`config.mk`:
```
export PLATFORM = sky130hd
export DESIGN_NAME = ccd_frame_capture
export DESIGN_NICKNAME = d
export VERILOG_FILES = /design/src/rtl/ccd_frame_capture.sv
export SDC_FILE = /design/constraint.sdc
export NUM_CORES = 1
export LEC_CHECK = 0
export CAP_MARGIN = 5
export CELL_PAD_IN_SITES_DETAIL_PLACEMENT = 0
export CELL_PAD_IN_SITES_GLOBAL_PLACEMENT = 2
export CORE_MARGIN = 2
export CORE_UTILIZATION = 28
export CTS_CLUSTER_DIAMETER = 40
export DETAILED_ROUTE_END_ITERATION = 16
export GPL_ROUTABILITY_DRIVEN = 0
export PLACE_DENSITY_LB_ADDON = 0.05
export SYNTH_ARGS = -nofsm -noshare
export SYNTH_HDL_FRONTEND = slang
export SYNTH_SLANG_ARGS = --single-unit
```
`constraint.sdc`:
```
create_clock -name iCLK -period 2.2 [get_ports iCLK]
set_input_delay 0.33 -clock iCLK [delete_from_list [all_inputs] [get_ports iCLK]]
set_output_delay 0.33 -clock iCLK [all_outputs]
set_load 0.02 [all_outputs]
```
`src/rtl/ccd_frame_capture.sv`:
```
// ccd_frame_capture: samples the sensor Bayer pixel bus under FVAL/LVAL, gates
// capture to whole frames under start/stop control, and produces the pixel
// stream with column/row coordinates, a completed-frame count and a short-line flag.
module ccd_frame_capture #(
    parameter int unsigned DATA_W       = 12,
    parameter int unsigned COORD_W      = 11,
    parameter int unsigned COLUMN_WIDTH = 1280,
    parameter int unsigned ROW_HEIGHT   = 960
) (
    input  logic               iCLK,
    input  logic               iRST,
    input  logic [DATA_W-1:0]  iDATA,
    input  logic               iFVAL,
    input  logic               iLVAL,
    input  logic               iSTART,
    input  logic               iEND,
    output logic [DATA_W-1:0]  oDATA,
    output logic               oDVAL,
    output logic [COORD_W-1:0] oX_Cont,
    output logic [COORD_W-1:0] oY_Cont,
    output logic [31:0]        oFrame_Cont,
    output logic               oLine_Err
);

    localparam logic [COORD_W-1:0] XLast = COORD_W'(COLUMN_WIDTH - 1);
    localparam logic [COORD_W-1:0] YLast = COORD_W'(ROW_HEIGHT - 1);

    typedef enum logic [0:0] {
        StIdle,
        StActive
    } state_e;

    state_e              state_q, state_d;
    logic                run_q, run_d;
    logic                fval_q, lval_q;
    logic [DATA_W-1:0]   data_q;
    logic [COORD_W-1:0]  x_q, x_d;
    logic [COORD_W-1:0]  y_q, y_d;
    logic [COORD_W-1:0]  y_inc;
    logic [31:0]         frame_cnt_q, frame_cnt_d;
    logic                line_err_q, line_err_d;
    logic                frame_done;
    logic                dval;
    logic                line_end;

    // Sensor strobes and pixel are registered once; everything downstream uses these.
    always_ff @(posedge iCLK) begin
        if (iRST) begin
            fval_q <= 1'b0;
            lval_q <= 1'b0;
            data_q <= '0;
        end else begin
            fval_q <= iFVAL;
            lval_q <= iLVAL;
            data_q <= iDATA;
        end
    end

    // Run flag: stop has priority over start when both pulse together.
    always_comb begin
        run_d = run_q;
        if (iEND) begin
            run_d = 1'b0;
        end else if (iSTART) begin
            run_d = 1'b1;
        end
    end

    // Frame FSM next state: enter only on an armed FVAL rising edge, leave on any falling edge.
    always_comb begin
        state_d    = state_q;
        frame_done = 1'b0;
        unique case (state_q)
            StIdle: begin
                if (iFVAL && !fval_q && run_q) begin
                    state_d = StActive;
                end
            end
            StActive: begin
                if (!iFVAL && fval_q) begin
                    state_d    = StIdle;
                    frame_done = 1'b1;
                end
            end
            default: state_d = StIdle;
        endcase
    end

    assign dval     = (state_q == StActive) && lval_q;
    // Line ends at this edge: the last pixel of the line is currently on the output.
    assign line_end = lval_q && !iLVAL;
    assign y_inc    = (y_q == YLast) ? y_q : y_q + COORD_W'(1);

    // Coordinate tracking of the pixel on oDATA, including short-line recovery.
    always_comb begin
        x_d        = x_q;
        y_d        = y_q;
        line_err_d = 1'b0;
        if (state_q == StIdle) begin
            x_d = '0;
            y_d = '0;
        end else if (dval) begin
            if (x_q == XLast) begin
                x_d = '0;
                y_d = y_inc;
            end else if (line_end) begin
                // Line stopped before reaching the last column: resync to the next row.
                x_d        = '0;
                y_d        = y_inc;
                line_err_d = 1'b1;
            end else begin
                x_d = x_q + COORD_W'(1);
            end
        end
    end

    // Completed-frame counter, wraps naturally at 2^32.
    always_comb begin
        frame_cnt_d = frame_cnt_q;
        if (frame_done) begin
            frame_cnt_d = frame_cnt_q + 32'd1;
        end
    end

    // State, run flag, coordinates, counter and error pulse registers.
    always_ff @(posedge iCLK) begin
        if (iRST) begin
            state_q     <= StIdle;
            run_q       <= 1'b0;
            x_q         <= '0;
            y_q         <= '0;
            frame_cnt_q <= '0;
            line_err_q  <= 1'b0;
        end else begin
            state_q     <= state_d;
            run_q       <= run_d;
            x_q         <= x_d;
            y_q         <= y_d;
            frame_cnt_q <= frame_cnt_d;
            line_err_q  <= line_err_d;
        end
    end

    assign oDATA       = data_q;
    assign oDVAL       = dval;
    assign oX_Cont     = x_q;
    assign oY_Cont     = y_q;
    assign oFrame_Cont = frame_cnt_q;
    assign oLine_Err   = line_err_q;

endmodule

```
==> impl_metrics.py <==
metrics = {
    "sta": {
        "tns_ns": 0,
        "slew_violations": 0,
        "max_slew_margin_pct": 67.9,
        "setup_viol": 0,
        "rsz0062_at_grt": "false",
        "fmax_mhz": 498,
        "period_share_pct": 91.3,
        "final-hold-violation-count": 0,
        "finClkSkew_ns": 0.00952,
        "worst_pin_slew_ns": 0.481,
        "post-route-min-period_ns": 2.01,
    },
    "floorplan": {
        "die_y_um": 108,
        "pin_count": 86,
        "dieArea_um2": 11700,
        "dieWidth_um": 108,
        "initial_core_util_pct": 29.0,
        "core_area_um2": 10400,
        "fp-row-count": 37,
    },
    "synth": {
        "synth_cells": 338,
        "ys.flop_type": "dfxtp_1",
        "synth_area_um2": 3030,
        "synth_async_sr_flop_share_pct": 0,
        "synth_cell_types": 46,
        "syn-num-nets": 359,
        "synth-seq-area-share_pct": 47.0,
        "ys_seq_elements": 71,
        "synth.avg_cell_area_um2": 8.95,
        "synth-edff-count": 0,
        "synth_warnings": 0,
    },
    "clocking": {
        "cts_root_buffer": "clkbuf_8",
        "cts_tree": "done",
        "cts-resized-gates": 0,
        "clk_pin_slew_worst_paths_ns": 0.08,
        "postCtsSetupBuffers": 0,
        "clockBufferDepth": 2,
        "cts_sinks": 71,
        "h-tree-depth": 3,
        "cts_buffers": 9,
        "clock_latency_ns": 0.34,
        "hold_buffers": 0,
    },
    "detailed_routing": {
        "dr.first_iter.drc_count": 99,
        "route.antenna.remaining_nets": 0,
        "avgViaCountPerCell": 4.61,
        "dr.pass1.iters": 5,
        "drc": 0,
        "wl_per_cell_um": 13.5,
        "num_vias": 2667,
        "finalWirelength_mm": 7.84,
    },
    "critical_path": {
        "worstPathRequired_ns": 2.48,
        "worst-path-max-fanout": 8,
        "critPathKind": "reg2reg",
        "end_kind": "flop",
        "critPathLaunchType": "flop",
        "arrival_ns": 2.29,
    },
    "finish": {
        "n_antenna_cell": 0,
        "layout_common_cells": "clkdlybuf4s50_1 (84), dfxtp_1 (71), nor2_1 (52)",
        "drive_gt1_share_pct": 11.7,
        "final_cells": 579,
        "stdcell_area_um2": 4320,
        "area_delta_synth_final_pct": 42.8,
        "mostFrequentLayoutCell": "clkdlybuf4s50_1",
        "multi_input_comb_area_um2": 1520,
        "nets": 460,
        "fill_cells": 1071,
        "seqCellArea_um2": 1420,
    },
    "power_and_ir_drop": {
        "irDropWorstVdd_uv": 232,
        "power_per_cell_area_nw_per_um2": 572,
        "power.leakage_uw": 0.00147,
    },
    "placement": {
        "portBuffers": 85,
        "dpl-instance-area_um2": 4120,
        "dp.cells": 564,
        "dp.final_hpwl_mm": 5.49,
    },
    "worst_hold_path": {
        "hold_path.class": "in2reg",
    },
    "global_route": {
        "antenna_found_initial": 0,
        "track_usage_pct": 14.3,
        "grt_overflow": 0,
        "grt_pass1_wl_mm": 13.0,
        "grt_max_degree": 45,
        "grt_pass1_vias": 2641,
    },
    "outcome": {
        "status": "completed",
    },
    "job": {
        "maxCapViolCount": 0,
    },
}
## layout make-up
type | count | area share, %
Clock inverter | 5 | 1.36
Tap cell | 136 | 3.94
Multi-Input combinational cell | 248 | 35.2
Timing Repair Buffer | 105 | 23.1
Sequential cell | 71 | 32.9
Clock buffer | 10 | 3.19
Inverter | 4 | 0.348
## where the power goes
group          switching [uW]  internal [uW]
clock                     508            548
sequential               5.56           1300
combinational            49.4           58.6
total                     563           1910
## final timing paths
kind                                      start              end  slack [ns]  cells after the start
worst max-delay path            oFrame_Cont[16]  oFrame_Cont[31]        0.19                      5
worst max register to register  oFrame_Cont[16]  oFrame_Cont[31]        0.19                      5
worst min register to register            run_q          state_q        0.47                      2
worst min-delay path                       iRST         oDATA[8]        0.26                      2
## synth_stat cells (2+ instances only)
library cell,instances,area (um2)
nor3_1,14,70.1
nand2b_1,3,18.8
ha_1,3,37.5
nand3_1,20,100
or3_1,2,12.5
nor2_1,52,195
or3_2,2,15.0
xor2_1,17,149
buf_1,3,11.3
and3_1,2,12.5
a211oi_1,3,22.5
xnor2_1,24,210
nand4_2,3,37.5
a21oi_1,9,45.0
and2_1,2,12.5
nor2b_1,15,93.8
nor3b_1,2,15.0
dfxtp_1,71,1420
or2_2,2,12.5
a2111oi_2,2,30.0
and4_1,5,43.8
buf_2,3,15.0
nand4_1,14,87.6
inv_1,3,11.3
nand2_1,26,97.6
o21ai_0,7,35.0
nor4_1,2,12.5
nand3b_1,2,15.0
clkbuf_1,8,30.0
## routing by layer
metal / part of all wire, % / wire (um) / GRT usage [%]
met1: 49 / 3870 / 18.7
met2: 46 / 3580 / 22.8
met3: 3.4 / 270 / 2.89
met4: 1.5 / 114 / 6.04
met5: 0 / 0 / 0
## logic make-up after synthesis
| kind of cell | Yosys count | share of synthesized area, % |
|---|---|---|
| AO/OA/AOI/OAI | 29 | 6.58 |
| XOR/XNOR | 41 | 11.9 |
| adder cells (fa/ha/maj) | 3 | 1.24 |
| buffers and inverters | 19 | 2.73 |
| flip-flops | 71 | 47.0 |
| multiplexers | 1 | 0.331 |
| AND/OR/NAND/NOR | 174 | 30.3 |
## state kept, by name, indices dropped and copies added (netlist names)
signal / count
oDATA: 12
oFrame_Cont: 32
oX_Cont: 11
oLine_Err: 1
run_q: 1
lval_q: 1
fval_q: 1
oY_Cont: 11
state_q: 1
## per-stage QoR
step	power [uW]	util [%]	setup WS, ns	hold slack, ns
after floorplan	1380	-	0.229	0.409
after global placement	1440	39.6	0.119	0.464
after detailed placement	1450	39.6	0.0975	0.466
after CTS	2520	41.5	0.185	0.247
after global routing	2580	41.5	0.000302	0.257
final	2470	41.5	0.191	0.264
## worst max-delay path: stages, from the launching register on
cell,delay (ns)
dfxtp_1,0.47
nand4_2,0.21
nor4_4,0.39
nand4_2,0.20
or4_1,0.53
a21oi_1,0.14
Note: power is estimated with default switching activity, not from simulation.
